## config.mk

```make
export PLATFORM = sky130hd
export DESIGN_NAME = store_write_buffer
export DESIGN_NICKNAME = d
export VERILOG_FILES = /design/src/rtl/wb_pkg.sv /design/src/rtl/wb_match.sv /design/src/rtl/store_write_buffer.sv
export SDC_FILE = /design/constraint.sdc
export NUM_CORES = 1
export LEC_CHECK = 0
export CAP_MARGIN = 20
export CORE_MARGIN = 4
export CORE_UTILIZATION = 50
export DETAILED_ROUTE_END_ITERATION = 8
export HOLD_SLACK_MARGIN = 0.12
export PLACE_DENSITY = 0.71
export SETUP_SLACK_MARGIN = 0.1
export SLEW_MARGIN = 10
export SYNTH_ARGS = -nofsm -noshare
export SYNTH_HDL_FRONTEND = slang
export SYNTH_SLANG_ARGS = --single-unit
```

## constraint.sdc

```tcl
create_clock -name clk -period 6.92 [get_ports clk]
set_input_delay 1.038 -clock clk [delete_from_list [all_inputs] [get_ports clk]]
set_output_delay 1.038 -clock clk [all_outputs]
set_load 0.05 [all_outputs]
```

## src/rtl/wb_pkg.sv

```systemverilog
// wb_pkg: shared definitions for the store write buffer.
//   WB_AW / WB_DW / WB_DEPTH : default word-address width, data width, depth
//   ST_IDLE / ST_REQ / ST_GAP : drain FSM state encoding
//   wb_entry_t                : one buffered store {valid, addr, data}
package wb_pkg;

  localparam int WB_AW    = 11;
  localparam int WB_DW    = 32;
  localparam int WB_DEPTH = 4;

  localparam logic [1:0] ST_IDLE = 2'd0;
  localparam logic [1:0] ST_REQ  = 2'd1;
  localparam logic [1:0] ST_GAP  = 2'd2;

  typedef struct packed {
    logic              valid;
    logic [WB_AW-1:0]  addr;
    logic [WB_DW-1:0]  data;
  } wb_entry_t;

endpackage

```

## src/rtl/wb_match.sv

```systemverilog
// wb_match: combinational address search over the buffer entries.
//   valid/addr : per-entry valid bits and addresses
//   head/tail  : ring pointers (tail = next free slot)
//   skip_head  : exclude the head slot from the search (head is in flight)
//   key        : address to look up
//   hit/idx    : a valid entry matches; idx is the youngest such entry
module wb_match #(
  parameter int DEPTH = 4,
  parameter int AW    = 11,
  localparam int PW   = $clog2(DEPTH)
) (
  input  logic [DEPTH-1:0]         valid,
  input  logic [DEPTH-1:0][AW-1:0] addr,
  input  logic [PW-1:0]            head,
  input  logic [PW-1:0]            tail,
  input  logic                     skip_head,
  input  logic [AW-1:0]            key,
  output logic                     hit,
  output logic [PW-1:0]            idx
);

  logic [PW-1:0] pos;

  // Walk from tail-1 backwards (youngest first); the first match wins.
  always_comb begin
    hit = 1'b0;
    idx = '0;
    pos = '0;
    for (int k = 0; k < DEPTH; k++) begin
      pos = tail - PW'(k + 1);
      if (!hit && valid[pos] && (addr[pos] == key) &&
          !(skip_head && (pos == head))) begin
        hit = 1'b1;
        idx = pos;
      end
    end
  end

endmodule

```

## src/rtl/store_write_buffer.sv

```systemverilog
// store_write_buffer: posted-write FIFO between a write-through data cache
// and data_mem.
//   clk, rst (async, active-low)
//   st_en/st_addr/st_data/st_ready : store port from MEM stage (stall when !st_ready)
//   ld_addr/fwd_hit/fwd_data       : forwarding lookup for cache line fills
//   mem_req/mem_addr/mem_data/mem_ack : write port to data_mem
//   flush : stop accepting stores, keep draining; empty : nothing buffered/in flight
//   dbg_state : drain FSM state
//
// Handshake: a store transfers on a cycle with st_en=1 and st_ready=1. A
// memory write is offered while mem_req=1 with mem_addr/mem_data frozen and
// completes on the first cycle with mem_ack=1; mem_ack is ignored otherwise.
module store_write_buffer
  import wb_pkg::*;
#(
  parameter int DEPTH = WB_DEPTH,
  parameter int AW    = WB_AW,
  parameter int DW    = WB_DW
) (
  input  logic          clk,
  input  logic          rst,
  input  logic          st_en,
  input  logic [AW-1:0] st_addr,
  input  logic [DW-1:0] st_data,
  output logic          st_ready,
  input  logic [AW-1:0] ld_addr,
  output logic          fwd_hit,
  output logic [DW-1:0] fwd_data,
  output logic          mem_req,
  output logic [AW-1:0] mem_addr,
  output logic [DW-1:0] mem_data,
  input  logic          mem_ack,
  input  logic          flush,
  output logic          empty,
  output logic [1:0]    dbg_state
);

  localparam int PW = $clog2(DEPTH);
  localparam int CW = PW + 1;

  logic [DEPTH-1:0]         valid_q;
  logic [DEPTH-1:0][AW-1:0] addr_q;
  logic [DEPTH-1:0][DW-1:0] data_q;
  logic [PW-1:0]            head_q;
  logic [PW-1:0]            tail_q;
  logic [CW-1:0]            count_q;
  logic [1:0]               state_q;

  logic          coal_hit;
  logic [PW-1:0] coal_idx;
  logic [PW-1:0] fwd_idx;
  logic          head_locked;
  logic          do_coal;
  logic          do_push;
  logic          pop;

  // The head is committed to memory from the cycle it gets latched (IDLE with
  // entries) until it is popped; coalescing into it would lose the update.
  assign head_locked = (state_q != ST_GAP);

  wb_match #(.DEPTH(DEPTH), .AW(AW)) u_coal_match (
    .valid     (valid_q),
    .addr      (addr_q),
    .head      (head_q),
    .tail      (tail_q),
    .skip_head (head_locked),
    .key       (st_addr),
    .hit       (coal_hit),
    .idx       (coal_idx)
  );

  wb_match #(.DEPTH(DEPTH), .AW(AW)) u_fwd_match (
    .valid     (valid_q),
    .addr      (addr_q),
    .head      (head_q),
    .tail      (tail_q),
    .skip_head (1'b0),
    .key       (ld_addr),
    .hit       (fwd_hit),
    .idx       (fwd_idx)
  );

  // Readiness uses the pre-pop count, so a same-cycle pop never frees a slot.
  assign st_ready  = !flush && ((count_q < CW'(DEPTH)) || coal_hit);
  assign do_coal   = st_en && st_ready && coal_hit;
  assign do_push   = st_en && st_ready && !coal_hit;
  assign pop       = (state_q == ST_REQ) && mem_ack;
  assign mem_req   = (state_q == ST_REQ);
  assign empty     = (count_q == '0) && (state_q == ST_IDLE);
  assign fwd_data  = fwd_hit ? data_q[fwd_idx] : '0;
  assign dbg_state = state_q;

  always_ff @(posedge clk or negedge rst) begin
    if (!rst) begin
      valid_q  <= '0;
      addr_q   <= '0;
      data_q   <= '0;
      head_q   <= '0;
      tail_q   <= '0;
      count_q  <= '0;
      state_q  <= ST_IDLE;
      mem_addr <= '0;
      mem_data <= '0;
    end else begin
      if (pop) begin
        valid_q[head_q] <= 1'b0;
        head_q          <= head_q + PW'(1);
      end
      if (do_coal) begin
        data_q[coal_idx] <= st_data;
      end
      // Push slot is free (count<DEPTH), so it never collides with the pop.
      if (do_push) begin
        valid_q[tail_q] <= 1'b1;
        addr_q[tail_q]  <= st_addr;
        data_q[tail_q]  <= st_data;
        tail_q          <= tail_q + PW'(1);
      end
      count_q <= count_q + CW'(do_push) - CW'(pop);

      case (state_q)
        ST_IDLE: begin
          if (count_q != '0) begin
            mem_addr <= addr_q[head_q];
            mem_data <= data_q[head_q];
            state_q  <= ST_REQ;
          end
        end
        ST_REQ: begin
          if (mem_ack) state_q <= ST_GAP;
        end
        default: state_q <= ST_IDLE;
      endcase
    end
  end

  always_ff @(posedge clk) begin
    if (rst) begin
      assert (!(pop && (count_q == '0)));
      assert (!(do_push && (count_q == CW'(DEPTH))));
    end
  end

endmodule

```

==> impl_metrics.env <==
export IMPL_io_pins=140
export IMPL_coreArea_mm2=0.0272
export IMPL_power_leakage_nw=7.20
export IMPL_wl_per_cell_um=23.2
export IMPL_crit_type="reg2out"
export IMPL_io_buffers=139
export IMPL_r2r_cells=14
export IMPL_drc=0
export IMPL_yosysTopAreaCell="dfrtp_1"
export IMPL_synth_net_count=1115
export IMPL_nets=1222
export IMPL_start_util_pct=51.3
export IMPL_cts_root_buffer="clkbuf_16"
export IMPL_cp_max_fo=32
export IMPL_firstDrtPassIters=5
export IMPL_max_slew_margin_pct=27.3
export IMPL_placed_cells=1496
export IMPL_fin_ws_ns=0.499
export IMPL_synth_cell_type_count=55
export IMPL_syn_cell_area_mm2=0.0139
export IMPL_synth_edf_count=0
export IMPL_pre_cts_slack_ns=1.15
export IMPL_grt_overflow=0
export IMPL_setup_tns_ns=0
export IMPL_drv_slew=0
export IMPL_grtUsageMet3_pct=5.00
export IMPL_dieArea_mm2=0.0306
export IMPL_synth_area_top_cells="dfrtp_1 41%, mux2_2 18%, mux4_2 12%"
export IMPL_yosys_top_cells_count="228 x dfrtp_1, 221 x mux2_2, 105 x mux2i_1"
export IMPL_place_hpwl_um=23700
export IMPL_ys_ff_latch=228
export IMPL_hold_buffers=0
export IMPL_grt_pass1_vias=9830
export IMPL_drtIter0Drc=739
export IMPL_drive_gt1_share_pct=34.6
export IMPL_ant_nets=0
export IMPL_hp_class="in2async"
export IMPL_synth_avg_cell_area_um2=13.3
export IMPL_via_per_inst=6.07
export IMPL_crit_arrival_ns=5.38
export IMPL_area_delta_synth_final_pct=21.1
export IMPL_vdd_ir_drop_max_mv=0.278
export IMPL_fmax_ghz=0.156
export IMPL_synth_flop_cell="dfrtp_1"
export IMPL_end_kind="output pin"
export IMPL_grt_max_degree=133
export IMPL_cts_sinks=228
export IMPL_yosysWarnings=0
export IMPL_n_fill_cell=2157
export IMPL_post_cts_resized=0
export IMPL_use_met1_pct=33.3
export IMPL_grt_busiest_layer="met2"
export IMPL_grt_use_met2_pct=37.3
export IMPL_clk_pin_slew_ns=0.06
export IMPL_totalWireLength_um=35800
export IMPL_setup_viol=0
export IMPL_period_minus_slack_ns=6.42
export IMPL_synth_cells=1045
export IMPL_finalHoldViolCount=0
export IMPL_clockBufferDepth=3
export IMPL_critPathLaunchType="flip-flop"
export IMPL_r2r_end="data_q[61]"
export IMPL_synthArstFlopShare_pct=100
export IMPL_cts_inserted_buffers=26
export IMPL_period_share_pct=92.8
export IMPL_cp_required_ns=5.88
export IMPL_antenna_found_initial=2
export IMPL_status="completed"
export IMPL_cts_tree="yes"
export IMPL_cts_setup_buffers=0
export IMPL_rsz0062_at_grt="false"
export IMPL_p_per_area_mw_per_mm2=534
export IMPL_finClkSkew_ns=0.0191
export IMPL_synth_top_area_share_pct=40.9
export IMPL_tightest_slew_ns=1.08
export IMPL_grt_total_usage_pct=23.3
export IMPL_row_count=60
export IMPL_seq_area_frac_synth_pct=40.9
export IMPL_die_x_um=175
export IMPL_yosysMostFrequentCell="dfrtp_1"
export IMPL_grt_pass1_wl_um=57100
export IMPL_maxCapViolCount=0
export IMPL_vias=9366
export IMPL_rrSetupSlack_ns=1.51
export IMPL_die_h_um=175
export IMPL_fin_cells=1544
export IMPL_r2r_start="tail_q[0]"
export IMPL_clk_latency_ns=0.54
export IMPL_cts_htree_levels=1
export IMPL_place_congestion=0.950
export IMPL_num_antenna_cells=0
-- sequential cells by signal (all words and copies together) (netlist names) --
register and flops:
count_q 3, addr_q 44, dbg_state 2, head_q 2, data_q 128, mem_addr 11
valid_q 4, mem_data 32, tail_q 2
-- power breakdown --
part           total [mW]  internal (mW)  switching [mW]
sequential           2.64           2.02           0.624
combinational        4.97           2.51            2.46
clock                1.40          0.840           0.563
-- critical path, cell delays in order, from the launching register on --
cell	delay, ns
dfrtp_4	0.45
inv_1	0.05
buf_4	0.20
ha_2	0.63
buf_4	0.34
mux4_2	0.38
xnor2_1	0.22
nand4_1	0.12
nor3_1	0.45
inv_1	0.22
a41oi_1	0.29
o221a_4	0.50
buf_12	0.30
mux2i_1	0.11
o22ai_1	0.35
buf_12	0.19
-- worst max path at each step --
| stage | startpoint | end | slack (ns) | cells after the start |
|---|---|---|---|---|
| 6_report | tail_q[0] | fwd_data[2] | 0.50 | 15 |
| 2_1_floorplan | tail_q[1] | fwd_data[10] | 0.35 | 21 |
| 3_5_place_dp | tail_q[0] | fwd_data[21] | 1.15 | 15 |
| 5_1_grt | tail_q[0] | fwd_data[2] | 0.15 | 15 |
| 4_1_cts | tail_q[0] | fwd_data[14] | 0.54 | 15 |
| 3_3_place_gp | tail_q[0] | fwd_data[2] | 1.23 | 15 |
-- kinds of logic after synthesis --
group	after synthesis	share of synthesized area, %
muxes	411	39.3
xor gates and xnor gates	107	6.72
DFF	228	40.9
and+or+nand+nor	114	4.43
buffers and inverters	94	3.49
AOI/OAI and AO/OA	80	4.04
adders and majority gates	11	1.04
-- cells in the final DEF, fill, tap and decap left out, drive strengths merged, types with 3 or more instances in the layout --
cell type / Yosys / routed
o31ai: 3 / 3
clkinv: 0 / 3
ha: 10 / 10
inv: 13 / 14
dfrtp: 228 / 228
a211oi: 5 / 5
nor4: 13 / 13
xor2: 25 / 25
mux4: 85 / 85
nand2b: 7 / 7
a21o: 3 / 3
nand3: 11 / 11
a2111oi: 5 / 5
mux2i: 105 / 105
xnor2: 82 / 82
nor2b: 7 / 7
nand2: 23 / 23
and3: 4 / 4
clkbuf: 31 / 41
nor3: 9 / 9
mux2: 221 / 221
clkdlybuf4s50: 0 / 106
buf: 50 / 54
a21oi: 5 / 5
o21ai: 11 / 11
nor2: 12 / 12
nand4: 16 / 16
o22ai: 33 / 33
-- metrics by stage --
stage / hold slack, ns / util [%] / area, µm² / power, mW
3_5_place_dp: 0.493 / 58.9 / 16000 / 7.61
5_1_grt: 0.520 / 62.1 / 16900 / 9.57
4_1_cts: 0.506 / 62.1 / 16900 / 9.07
6_report: 0.484 / 62.1 / 16900 / 9.02
2_1_floorplan: 0.470 / - / 13900 / 6.33
3_3_place_gp: 0.482 / 58.9 / 16000 / 7.53
-- cell type report --
type                    count  area, µm²  share of cell area [%]
repair buffers            160       1950                    11.5
clock inverters             7        116                   0.689
multi-input cells         723       7820                    46.3
inverters                  13       48.8                   0.289
well taps                 372        465                    2.76
clock buffers              41        767                    4.54
flip-flops and latches    228       5710                    33.8
-- metal layers --
| layer | up-vias | wire (µm) |
|---|---|---|
| li1 | 4172 | - |
| met1 | 4887 | 15900 |
| met2 | 254 | 16800 |
| met3 | 49 | 2290 |
| met4 | 4 | 735 |
| met5 | - | 26 |
(Power assumes the default switching activity.)
